$ cat config.mk
export PLATFORM = sky130hd
export DESIGN_NAME = mac8_seq
export DESIGN_NICKNAME = d
export VERILOG_FILES = /design/src/rtl/mac8_seq.sv
export SDC_FILE = /design/constraint.sdc
export NUM_CORES = 1
export LEC_CHECK = 0
export CORE_AREA = 5 5 104 106
export DETAILED_ROUTE_END_ITERATION = 10
export DIE_AREA = 0 0 109 111
export DONT_BUFFER_PORTS = 1
export GPL_ROUTABILITY_DRIVEN = 1
export GPL_TIMING_DRIVEN = 1
export PLACE_DENSITY = 0.76
export SLEW_MARGIN = 25
export SYNTH_ARGS = -nofsm -noshare
export SYNTH_HDL_FRONTEND = slang
export SYNTH_SLANG_ARGS = --single-unit
$ cat constraint.sdc
create_clock -name SYS_CLK -period 3.5 [get_ports SYS_CLK]
set_clock_uncertainty 0.05 [all_clocks]
set_input_delay 0.7 -clock SYS_CLK [delete_from_list [all_inputs] [get_ports SYS_CLK]]
set_output_delay 0.7 -clock SYS_CLK [all_outputs]
set_load 0.02 [all_outputs]
$ cat src/rtl/mac8_seq.sv
// mac8_seq: buffers a job of operand pairs, sequences them into the MAC, returns the sum.
// Ports: SYS_CLK/SYS_RST, start/len/busy job control, op_* in, mac_* to MAC, res_* out.
module mac8_seq #(
  parameter int DEPTH   = 4,
  parameter int LEN_W   = 8,
  parameter int MAC_LAT = 1
) (
  input  logic             SYS_CLK,
  input  logic             SYS_RST,
  input  logic             start,
  input  logic [LEN_W-1:0] len,
  output logic             busy,
  input  logic             op_valid,
  output logic             op_ready,
  input  logic [7:0]       op_a,
  input  logic [7:0]       op_b,
  output logic             mac_clr,
  output logic             mac_en,
  output logic [7:0]       mac_a,
  output logic [7:0]       mac_b,
  input  logic [15:0]      mac_acc,
  output logic             res_valid,
  input  logic             res_ready,
  output logic [15:0]      res_data
);

  localparam int AW = $clog2(DEPTH);
  localparam int PW = AW + 1;
  localparam int DW = $clog2(MAC_LAT + 1);

  typedef enum logic [2:0] {
    IDLE,
    CLEAR,
    FEED,
    DRAIN,
    DONE
  } state_t;

  state_t           state_q;
  logic [LEN_W-1:0] tot_q;
  logic [LEN_W-1:0] acc_q;
  logic [LEN_W-1:0] iss_q;
  logic [LEN_W-1:0] iss_d;
  logic [DW-1:0]    drn_q;
  logic [PW-1:0]    wp_q;
  logic [PW-1:0]    rp_q;
  logic [15:0]      mem_q [DEPTH];
  logic             mac_clr_q;
  logic             mac_en_q;
  logic [7:0]       mac_a_q;
  logic [7:0]       mac_b_q;
  logic             res_valid_q;
  logic [15:0]      res_data_q;

  logic full;
  logic empty;
  logic push;
  logic pop;
  logic [15:0] head;

  // Extra MSB distinguishes full from empty when indices match.
  assign empty = (wp_q == rp_q);
  assign full  = (wp_q[PW-1] != rp_q[PW-1]) &&
                 (wp_q[AW-1:0] == rp_q[AW-1:0]);

  assign op_ready = ((state_q == CLEAR) ||
                     (state_q == FEED)) &&
                    !full && (acc_q < tot_q);

  assign push  = op_valid && op_ready;
  assign pop   = (state_q == FEED) && !empty;
  assign head  = mem_q[rp_q[AW-1:0]];
  assign iss_d = iss_q + LEN_W'(1);

  always_ff @(posedge SYS_CLK) begin
    if (push) begin
      mem_q[wp_q[AW-1:0]] <= {op_a, op_b};
    end
  end

  always_ff @(posedge SYS_CLK or negedge SYS_RST) begin
    if (!SYS_RST) begin
      state_q     <= IDLE;
      tot_q       <= '0;
      acc_q       <= '0;
      iss_q       <= '0;
      drn_q       <= '0;
      wp_q        <= '0;
      rp_q        <= '0;
      mac_clr_q   <= 1'b0;
      mac_en_q    <= 1'b0;
      mac_a_q     <= '0;
      mac_b_q     <= '0;
      res_valid_q <= 1'b0;
      res_data_q  <= '0;
    end else begin
      mac_clr_q <= 1'b0;
      mac_en_q  <= 1'b0;
      if (push) begin
        wp_q  <= wp_q + PW'(1);
        acc_q <= acc_q + LEN_W'(1);
      end
      unique case (state_q)
        IDLE: begin
          if (start) begin
            tot_q     <= len;
            acc_q     <= '0;
            iss_q     <= '0;
            mac_clr_q <= 1'b1;
            state_q   <= CLEAR;
          end
        end
        CLEAR: begin
          if (tot_q != '0) begin
            state_q <= FEED;
          end else begin
            drn_q   <= DW'(MAC_LAT);
            state_q <= DRAIN;
          end
        end
        FEED: begin
          if (pop) begin
            rp_q     <= rp_q + PW'(1);
            mac_a_q  <= head[15:8];
            mac_b_q  <= head[7:0];
            mac_en_q <= 1'b1;
            iss_q    <= iss_d;
            // Drain starts while the last strobe is still out.
            if (iss_d == tot_q) begin
              drn_q   <= DW'(MAC_LAT);
              state_q <= DRAIN;
            end
          end
        end
        DRAIN: begin
          if (drn_q == '0) begin
            res_data_q  <= mac_acc;
            res_valid_q <= 1'b1;
            state_q     <= DONE;
          end else begin
            drn_q <= drn_q - DW'(1);
          end
        end
        DONE: begin
          if (res_ready) begin
            res_valid_q <= 1'b0;
            state_q     <= IDLE;
          end
        end
        default: state_q <= IDLE;
      endcase
    end
  end

  assign busy      = (state_q != IDLE);
  assign mac_clr   = mac_clr_q;
  assign mac_en    = mac_en_q;
  assign mac_a     = mac_a_q;
  assign mac_b     = mac_b_q;
  assign res_valid = res_valid_q;
  assign res_data  = res_data_q;

endmodule

After elaboration in Yosys (flattened, before gate mapping)
Memory sizes are Yosys's and may differ from the RTL's. A register that Yosys moved wholly into a read port is not among the register bits.
Cells that the tools add are included.

word-level totals
  bits in read-only memories = 0
  register bits = 53
  memories = 1
  latch bits = 0
  logic and storage cells = 82
  output and inout port bits = 37
  RAM bits = 64
  input bits = 45

memories
  name   depth  bits a word  read ports  clocked after Yosys merged registers in  write ports  line  text
  mem_q  4      16           1           1                                        1            47    logic [15:0] mem_q [DEPTH];

operators by class
  multipliers = 0
  reduce and logical (&&, ||, !) cells = 22
  order comparisons = 1
  div/mod/pow operators = 0
  shift operators = 0
  mux-type cells = 27
  $add $sub $neg = 5
  equality and inequality tests = 14
  bitwise logic cells = 1

operators with widths
  kind                   count
  $mux W8                5
  $add A8 B1 Y8 const B  2
  $pmux W8 S2            1
  $mux W3                5
  $pmux W3 S5            1
  $mux W1                13
  $ne A2 B2 Y1 const B   5
  $eq A8 B8 Y1           1
  $lt A8 B8 Y1           1
  $reduce_bool A8 Y1     1
  $add A3 B1 Y3 const B  2
  $eq A3 B2 Y1 const B   2
  $reduce_and A2 Y1      3
  $reduce_and A3 Y1      2
  $reduce_bool A3 Y1     2
  $logic_and A1 B1 Y1    5
  $reduce_and A5 Y1      1
  $reduce_and A4 Y1      1
  $reduce_bool A2 Y1     2
  $eq A3 B1 Y1 const B   1
  $eq A3 B3 Y1           1
  $eq A3 B3 Y1 const B   1
  $logic_not A1 Y1       3
  $logic_not A3 Y1       1
  8 further kinds        8

Depth between registers and ports, before layout
Gate-level depths: netlist of run 1.

  depth after elaboration = 9
  depth in mapped cells = 9
  gate-level depth less buffers = 8

Least setup slack after synthesis of run 1
No wires, ideal clock.

  kind = register to register
  start point = register tot_q[6]
  end point = memory mem_q[0][0] (enable)
  stages on the path, launching flop included = 9
  data required time = 3076 ps
  period minus slack after synthesis = 2670 ps
  path slack = 830 ps
  path buffers = 1
  data arrival time = 2246 ps
  setup time = 374 ps
  cell sequence = dfrtp_1 inv_1 ha_1 a21o_1 a2111oi_4 nand4_2 a21oi_2 buf_4 and2_1

between the ends
  cells in the longest elaborated chain, start to end = 5

RTL lines
  element                        line  text
  start, declared                40    logic [LEN_W-1:0] tot_q;
  start signal, assigned         106   tot_q <= len;
  $lt A8 B8 Y1                   68    !full && (acc_q < tot_q);
  $logic_and A1 B1 Y1            68
  $logic_and A1 B1 Y1            70    assign push = op_valid && op_ready;
  $mux W1                        76    if (push) begin
  $mux W1 (not written as such)  77    mem_q[wp_q[AW-1:0]] <= {op_a, op_b};
  end, declared                  47

No other way between the ends.

Worst setup path after layout of run 1
  start point = register tot_q[6]
  end point = output port op_ready

between the ends
  cells in the longest elaborated chain, start to end = 2

RTL lines
  element              line  text
  $lt A8 B8 Y1         68
  $logic_and A1 B1 Y1  68
  end, declared        14    output logic op_ready,

No other way between the ends.

==> impl_metrics.yaml, run 1 <==
setup_path:
  critPathRequiredTime_ps: 2750
  cp_max_fo: 4
  reg2reg_depth: 9
  criticalPathCategory: "reg2out"
  arrival_ps: 2560
  r2r_end: "mem_q[3][9]"
  reg2reg_setup_slack_ps: 750
  startpoint_type: "flop"
  r2r-start: "tot_q[6]"
  crit_path_end_kind: "primary output"
power_and_ir_drop:
  power_mw: 6.397
  p_leak_nw: 2.601
  power.density_mw_per_mm2: 990.3
  peakVddDrop_mv: 0.5719
detailed_routing:
  ant_nets: 0
  viasPerCell: 5.712
  vias: 3290
  drc: 0
  wl_per_cell_um: 19.28
  first_pass_iters: 4
  drtIter0Drc: 207
  wl_mm: 11.11
cells_and_area:
  fin_nets: 489
  layout_common_cells: "nand2_1 (77), dfrtp_1 (69), edfxtp_1 (64), o21ai_0 (18), xnor2_1 (18)"
  antenna_cells: 0
  drive_above_1_share: 0.1896
  final_cells: 576
  final_util: 0.6671
  stdcell_area_sq_mm: 0.006460
  syn_to_final_growth_pct: 13.45
  final_common_cell: "nand2_1"
global_route:
  antenna_found_initial: 0
  grt_max_degree: 70
  grt_pass1_vias: 3532
  grt.total_usage: 0.2013
  grt_overflow_total: 0
  grt_pass1_wl_mm: 18.30
floorplanning:
  num_rows: 36
  coreArea_sq_mm: 0.009684
  chipHeight_um: 111
  dieWidth_um: 109
  die_area_sq_mm: 0.01210
  initial_core_util: 0.5880
  num_io_pins: 82
logic_synthesis:
  async_flop_share: 0.5188
  synth_cells: 417
  mappedNetlistArea_sq_mm: 0.005694
  synthFlopType: "dfrtp_1"
  yosys_warnings: 0
  synth_seq_cells: 133
  ys_seq_area_frac: 0.6407
  syn_avg_cell_area_sq_um: 13.66
  synth_edf_count: 64
  syn_nets: 476
  yosysUniqueCellTypes: 47
placement:
  dp_worst_setup_slack_ps: 758.7
  post-place-cells: 542
  routabilityCongestion: 0.8293
  place_area_sq_mm: 0.005836
  dp_hpwl_mm: 7.042
  port_buffers: 0
worst_hold_path:
  min_path_type: "in2async"
sta:
  slew_headroom: 0.5529
  setup_viol: 0
  period_minus_slack_ps: 3306
  grt_setup_unrepaired: "false"
  final_max_slew_viol_count: 0
  hold_ws_ps: 3.488
  fin_ws_ps: 194.1
  fin_tns_setup_ps: 0
  finalCritPeriodShare: 0.9445
  finalHoldViolCount: 0
  worst_pin_slew_ps: 670.6
  max_freq_mhz: 302.5
clocking:
  worstSkewPairLatency_ps: 520
  numCtsBuffers: 17
  cts-root-buf: "clkbuf_8"
  clock_sinks: 133
  clkTransAtPathRegs_ps: 60
  htreeDepth: 4
  cts_tree: "built"
  clockBufferDepth: 2
flow_run:
  max_cap_violations: 0
run_status:
  status: "completed"
-- critical path, stage by stage, from the launching register on --
cell	delay, ps
dfrtp_1	390
inv_1	70
ha_1	320
a21o_1	190
a2111oi_4	390
nand3_1	130
a21oi_1	550
-- where the power goes --
| group | total (mW) | switching, mW | internal (mW) |
|---|---|---|---|
| registers | 2.73 | 0.598 | 2.13 |
| logic | 1.92 | 1.11 | 0.810 |
| clock network | 1.75 | 0.683 | 1.07 |
-- repair_timing --
action                                  in CTS  in global routing
endpoints found under the setup margin       0                  0
buffers inserted                             0                  0
resized for setup                            0                  0
hold buffers                                 1                  0
endpoints found under the hold margin       69                  0
-- cell families after synthesis --
family                   count (synthesis)  share of synthesized area
adder cells (fa/ha/maj)                 14                    0.03076
multiplexers                            37                     0.1039
AO/OA/AOI/OAI                           46                    0.05691
XOR/XNOR                                23                    0.03538
AND/OR/NAND/NOR                        130                     0.1048
buffers and inverters                   34                    0.02746
flip-flops                             133                     0.6407
-- cells in the mapped netlist, types with 2 or more instances --
cell | number | area [sq um]
a2111oi_4 | 2 | 55.05
nand2b_1 | 4 | 25.02
o21ai_1 | 4 | 20.02
o31ai_1 | 3 | 22.52
edfxtp_1 | 64 | 1922
xor2_1 | 5 | 43.79
dfrtp_1 | 69 | 1727
o21ai_0 | 18 | 90.09
mux2i_1 | 4 | 40.04
and2_1 | 5 | 31.28
a211oi_1 | 3 | 22.52
nor2_1 | 14 | 52.55
inv_1 | 15 | 56.30
a21oi_1 | 5 | 25.02
xnor2_1 | 18 | 157.7
and3_1 | 3 | 18.77
nand2_1 | 77 | 289.0
nand4_1 | 3 | 18.77
mux2_2 | 16 | 180.2
buf_4 | 3 | 22.52
a31o_2 | 2 | 17.52
nand3_1 | 10 | 50.05
buf_2 | 8 | 40.04
mux4_2 | 16 | 360.4
ha_1 | 14 | 175.2
nor3_1 | 5 | 25.02
nor4_1 | 3 | 18.77
clkbuf_1 | 5 | 18.77
-- cell type report --
class | instances | area (sq um)
clock buffer | 20 | 445.4
clock inverter | 12 | 143.9
fill | 688 | 3224
inverter | 17 | 63.81
multi-input combinational | 250 | 1889
sequential | 133 | 3649
tap | 133 | 166.4
timing repair buffer | 11 | 102.6
-- worst max-delay path by stage --
stage                  start          end  slack [ps]  cells past startpoint
finish              tot_q[6]     op_ready         190                      6
global route        tot_q[6]     op_ready          80                      6
CTS                 tot_q[6]     op_ready         180                      6
detailed placement  tot_q[6]     op_ready         760                      6
global placement    tot_q[6]     op_ready         820                      6
floorplan           tot_q[6]  mem_q[0][0]         830                      8
-- routing by layer --
layer	global-route usage	wire (um)	part of all wire	vias up
met4	0.08502	221	0.020	0
met2	0.3260	5680	0.51	106
met5	0	0	0	-
met1	0.2411	4465	0.40	1648
met3	0.07280	738	0.066	18
li1	-	-	-	1518
-- flip-flops by register name (all words and copies together), names as in the netlist --
signal / cells
mac_b: 8
tot_q: 8
drn_q: 1
state_q: 3
mac_en: 1
res_data: 16
iss_q: 8
res_valid: 1
rp_q: 3
mem_q: 64
mac_a: 8
mac_clr: 1
wp_q: 3
acc_q: 8
Note: power is estimated with default switching activity, not from simulation.
==> inputs of run 2 (changes only) <==
Settings changed: ABC_AREA set to 1, CORE_AREA 5 5 104 106 to 5 5 105 107, DIE_AREA 0 0 109 111 to 0 0 110 112, PLACE_DENSITY 0.76 to 0.77.
==> run 2 against run 1 <==
Compared with the run above: cell count increased by 24%; maximum frequency increased by 13%; total power decreased by 1.5%; count of clock-buffer cells in the layout decreased by 1; wire length increased by 8.4%; non-clock buffer count decreased by 4; worst setup slack improved by 390 ps; die area increased by 1.8%; sequential share of layout area decreased by 0.96 points; register-to-register slack improved by 70 ps; critical path type unchanged; largest power group unchanged.
==> impl_metrics.yaml, run 2 <==
run_status:
  status: "completed"
logic_synthesis:
  synth_edf_count: 64
  synth_seq_cells: 133
  ys_seq_area_frac: 0.6255
  yosys.area.top_type_share: 0.3295
  yosysMostFrequentCell: "nor2_1"
  async_flop_share: 0.5188
  syn_nets: 617
  yosysUniqueCellTypes: 30
  synthFlopType: "dfrtp_1"
  yosys.area.top_type: "edfxtp_1"
  yosys_warnings: 0
  yosys-top-cells-area: "edfxtp_1 (33%), dfrtp_1 (30%), nor2_1 (6.8%)"
  synth_cells: 558
  synth_common_cells: "nor2_1 (105), nand2_1 (78), dfrtp_1 (69)"
  syn_avg_cell_area_sq_um: 10.45
  mappedNetlistArea_sq_mm: 0.005833
sta:
  finalCritPeriodShare: 0.8340
  setup_viol: 0
  final_max_slew_viol_count: 0
  fin_ws_ps: 581.1
  worst_pin_slew_ps: 678.7
  fin_tns_setup_ps: 0
  hold_ws_ps: 5.792
  finalHoldViolCount: 0
  slew_headroom: 0.5469
  max_freq_mhz: 342.6
  grt_setup_unrepaired: "false"
  period_minus_slack_ps: 2919
detailed_routing:
  drc: 0
  wl_per_cell_um: 16.86
  vias: 3947
  ant_nets: 0
  wl_mm: 12.04
  first_pass_iters: 6
  viasPerCell: 5.528
  drtIter0Drc: 285
cells_and_area:
  layout_common_cells: "nor2_1 (105), nand2_1 (78), dfrtp_1 (69), edfxtp_1 (64), o21ai_0 (55)"
  multi_input_area_sq_mm: 0.001862
  final_cells: 714
  regArea_sq_mm: 0.003649
  syn_to_final_growth_pct: 12.66
  final_util: 0.6541
  n_fill_cell: 762
  final_common_cell: "nor2_1"
  fin_nets: 624
  stdcell_area_sq_mm: 0.006571
  drive_above_1_share: 0.1142
  antenna_cells: 0
  largest_reg_flops: 64
global_route:
  antenna_found_initial: 0
  grt_pass1_vias: 4155
  grt_pass1_wl_mm: 19.65
  grt_overflow_total: 0
  grt_max_degree: 70
  grt.total_usage: 0.2083
placement:
  post-place-cells: 681
  dp_worst_setup_slack_ps: 900.4
  port_buffers: 0
  routabilityCongestion: 0.8256
  place_area_sq_mm: 0.005917
  dp_hpwl_mm: 7.759
clocking:
  cts_tree: "built"
  cts-root-buf: "clkbuf_8"
  htreeDepth: 4
  clkTransAtPathRegs_ps: 60
  clockBufferDepth: 2
  numCtsBuffers: 17
  cts_resized: 0
  clock_sinks: 133
  worstSkewPairLatency_ps: 520
power_and_ir_drop:
  power.density_mw_per_mm2: 958.7
  internal-power_mw: 3.904
  p_comb_frac: 0.281
  peakVddDrop_mv: 0.5072
  sw_frac_of_total: 0.3802
  power_mw: 6.300
  pwr-share-clk: 0.299
  p_leak_nw: 2.721
  p_sw_mw: 2.395
  p_seq_frac: 0.420
setup_path:
  reg2reg_depth: 10
  criticalPathCategory: "reg2out"
  r2r_end: "mem_q[3][14]"
  crit_path_end_kind: "primary output"
  reg2reg_setup_slack_ps: 820
  r2r-start: "tot_q[7]"
  arrival_ps: 2170
  startpoint_type: "flop"
  cp_max_fo: 5
  critPathRequiredTime_ps: 2750
floorplanning:
  dieWidth_um: 110
  coreArea_sq_mm: 0.01005
  chipHeight_um: 112
  num_rows: 37
  initial_core_util: 0.5806
  die_area_sq_mm: 0.01232
  num_io_pins: 82
worst_hold_path:
  min_path_type: "in2async"
flow_run:
  max_cap_violations: 0
-- run 2: cell count changes after synthesis, moves of 4 or more --
cell	before	now
inv_1	15	46
nor2_1	14	105
buf_6	1	7
nand3_1	10	30
o21ai_0	18	55
xnor2_1	18	7
and2_1	5	1
mux2i_1	4	0
mux4_2	16	0
a31oi_1	1	16
buf_2	8	3
nand2b_1	4	0
-- run 2: worst max-delay path by stage --
stage / startpoint / to / cells after the start
2_1_floorplan: tot_q[7] / mem_q[0][0] / 10
3_3_place_gp: tot_q[7] / mem_q[3][0] / 10
3_5_place_dp: tot_q[7] / mem_q[3][0] / 10
4_1_cts: tot_q[7] / op_ready / 8
5_1_grt: tot_q[7] / op_ready / 8
6_report: tot_q[7] / op_ready / 8
-- run 2: kinds of logic (layout without fill, tap and decap cells) --
group           count (synthesis)  count (layout)  share of synthesized area
buf+inv                        70              90                    0.05534
xor+xnor                       12              12                    0.01802
flops                         133             133                     0.6255
compound gates                 83              83                    0.07529
mux                            16              16                    0.03089
fa+ha+maj                      14              14                    0.03003
simple gates                  230             230                     0.1650
-- run 2: area by class of cell --
class / instances / share of cell area
Sequential cell: 133 / 0.5552
Multi-Input combinational cell: 355 / 0.2833
Clock buffer: 19 / 0.06569
Clock inverter: 13 / 0.02970
Inverter: 51 / 0.02913
Tap cell: 136 / 0.02589
Timing Repair Buffer: 7 / 0.01104
-- run 2: metal layers --
metal	GRT usage	part of all wire	routed length, um	vias up
met5	0	0	0	-
met2	0.3463	0.51	6199	126
met1	0.2452	0.39	4713	1903
met4	0.09227	0.024	291	0
met3	0.06551	0.069	834	32
li1	-	-	-	1886
-- run 2: power groups by stage --
stage | Combinational (mW) | Sequential (mW) | Clock, mW
2_1_floorplan | 1.48 | 2.59 | 0
5_1_grt | 2.02 | 2.69 | 1.99
4_1_cts | 1.78 | 2.65 | 1.90
3_5_place_dp | 1.73 | 2.68 | 0
3_3_place_gp | 1.66 | 2.66 | 0
6_report | 1.77 | 2.64 | 1.88
-- run 2: repair_timing --
| item | in CTS | in global routing |
|---|---|---|
| buffers inserted | 0 | 0 |
| endpoints found under the hold margin | 69 | 0 |
| hold buffers | 1 | 0 |
| endpoints found under the setup margin | 0 | 0 |
-- run 2: critical path, stage by stage (launching register included) --
cell	delay [ps]
dfrtp_1	370
inv_1	80
ha_1	310
nand2_1	110
inv_1	80
nand3_1	80
nand4_1	110
nor2_2	120
and2_1	380
==> inputs of run 3 (changes only) <==
Settings changed: CORE_AREA 5 5 105 107 to 5 5 108 110, DIE_AREA 0 0 110 112 to 0 0 113 115, PLACE_DENSITY 0.77 to 0.76.
Clock period 3.5 ns to 2.56 ns, I/O delays scaled along.
==> run 3 against run 2 <==
Compared with the run above: register-to-register slack worse by 420 ps; non-clock buffer count is 19 higher; die area is 5.5% higher; cell area is 2.2% higher; via count is 0.48% lower; count of clock-buffer cells in the layout is 1 higher; global-route usage is 1.8 points lower; largest cell class unchanged.
==> impl_metrics.yaml, run 3 (same netlist as run 2, synthesis figures left out) <==
global_route:
  antenna_found_initial: 0
  grt_overflow_total: 0
  grt_pass1_vias: 3919
  grt.total_usage: 0.1906
  grt_pass1_wl_mm: 19.09
  grt_max_degree: 70
floorplanning:
  dieWidth_um: 113
  die_area_sq_mm: 0.01300
  chipHeight_um: 115
  num_rows: 38
  initial_core_util: 0.5502
  coreArea_sq_mm: 0.01060
  num_io_pins: 82
sta:
  grt_setup_unrepaired: "false"
  final_max_slew_viol_count: 0
  finalHoldViolCount: 0
  finalCritPeriodShare: 0.9561
  max_freq_mhz: 408.6
  worst_pin_slew_ps: 531.8
  slew_headroom: 0.6433
  fin_tns_setup_ps: 0
  setup_viol: 0
  period_minus_slack_ps: 2448
setup_path:
  reg2reg_depth: 11
  r2r_end: "mem_q[1][7]"
  cp_max_fo: 5
  arrival_ps: 1890
  critPathRequiredTime_ps: 2000
  reg2reg_setup_slack_ps: 400
  criticalPathCategory: "reg2out"
  crit_path_end_kind: "primary output"
  r2r-start: "tot_q[7]"
  startpoint_type: "flop"
cells_and_area:
  layout_common_cells: "nor2_1 (105), nand2_1 (77), dfrtp_1 (69), edfxtp_1 (64), o21ai_0 (55)"
  final_util: 0.6332
  largest_reg_flops: 64
  final_common_cell: "nor2_1"
  fin_nets: 643
  n_fill_cell: 841
  antenna_cells: 0
  final_cells: 737
  syn_to_final_growth_pct: 15.10
  drive_above_1_share: 0.1340
clocking:
  cts-root-buf: "clkbuf_8"
  clockBufferDepth: 2
  cts_tree: "built"
  clkTransAtPathRegs_ps: 60
  htreeDepth: 4
  worstSkewPairLatency_ps: 520
  clock_sinks: 133
  numCtsBuffers: 17
worst_hold_path:
  min_path_cells: 0
  whs_endpoint: "mem_q[3][14]"
  min_path_type: "in2reg"
  hp-start: "op_a[6]"
placement:
  port_buffers: 0
  post-place-cells: 689
  routabilityCongestion: 0.8406
  dp_hpwl_mm: 7.785
detailed_routing:
  drc: 0
  wl_mm: 11.77
  first_pass_iters: 4
  drtIter0Drc: 268
  viasPerCell: 5.330
  vias: 3928
  wl_per_cell_um: 15.97
  ant_nets: 0
power_and_ir_drop:
  peakVddDrop_mv: 0.9574
  power.density_mw_per_mm2: 1260
  p_leak_nw: 2.772
run_status:
  status: "completed"
flow_run:
  max_cap_violations: 0
==> run 3: changes by cell type in the layout (fill, tap and decap cells not counted), sizes merged <==
cell | previous run | this run
dlygate4sd3 | 0 | 10
inv | 55 | 51
clkinv | 3 | 6
clkbuf | 19 | 20
clkinvlp | 2 | 4
buf | 7 | 16
bufinv | 4 | 2
==> run 3: metrics by stage <==
stage               power [mW]  instance area, sq um  hold WS, ps  setup WS (ps)
floorplan                5.555                  5833        166.4          35.88
global placement         5.962                  5952        168.9          495.1
detailed placement       6.079                  5952        168.9          468.9
CTS                      8.453                  6599        2.211          17.59
global route             9.048                  6714      0.08793          1.293
finish                   8.457                  6714        34.73          112.3
==> run 3: timing repair <==
item | CTS | global route
setup buffers | 0 | 5
endpoints found under the hold margin | 78 | 10
resized for setup | 2 | 5
endpoints found under the setup margin | 1 | 1
pin swaps | 0 | 3
hold buffers | 6 | 5
==> run 3: area by class of cell <==
type,count,area (sq um),share of cell area
Clock inverter,12,131.4,0.01957
Tap cell,140,175.2,0.02609
Clock buffer,20,435.4,0.06485
Sequential cell,133,3649,0.5434
Multi-Input combinational cell,355,1892,0.2818
Inverter,51,191.4,0.02851
Timing Repair Buffer,26,240.2,0.03578
==> run 3: worst max path at each step <==
| stage | slack, ps | from | end |
|---|---|---|---|
| after global routing | 1 | tot_q[7] | op_ready |
| after floorplan | 40 | tot_q[7] | mem_q[0][0] |
| after CTS | 20 | tot_q[7] | op_ready |
| after global placement | 500 | tot_q[7] | op_ready |
| final | 110 | tot_q[7] | op_ready |
| after detailed placement | 470 | tot_q[7] | op_ready |
==> run 3: critical path, stage by stage (launching register included) <==
cell and delay, ps:
dfrtp_1 400, inv_2 90, ha_4 210, nand2_2 70, inv_1 50, nand3_1 60
nand4_1 120, nor2_2 150, and2_4 220
==> run 3: power breakdown <==
part           switching (mW)  total [mW]  internal (mW)
clock                   0.877        2.29           1.41
combinational            1.61        2.56          0.942
sequential              0.731        3.61           2.88
==> run 3: layer usage <==
metal | vias to the layer above | share of wire | track usage
met5 | - | 0 | 0
met4 | 0 | 0.0095 | 0.07051
met3 | 9 | 0.061 | 0.07263
met2 | 97 | 0.53 | 0.3278
met1 | 1897 | 0.40 | 0.2180
li1 | 1925 | - | -
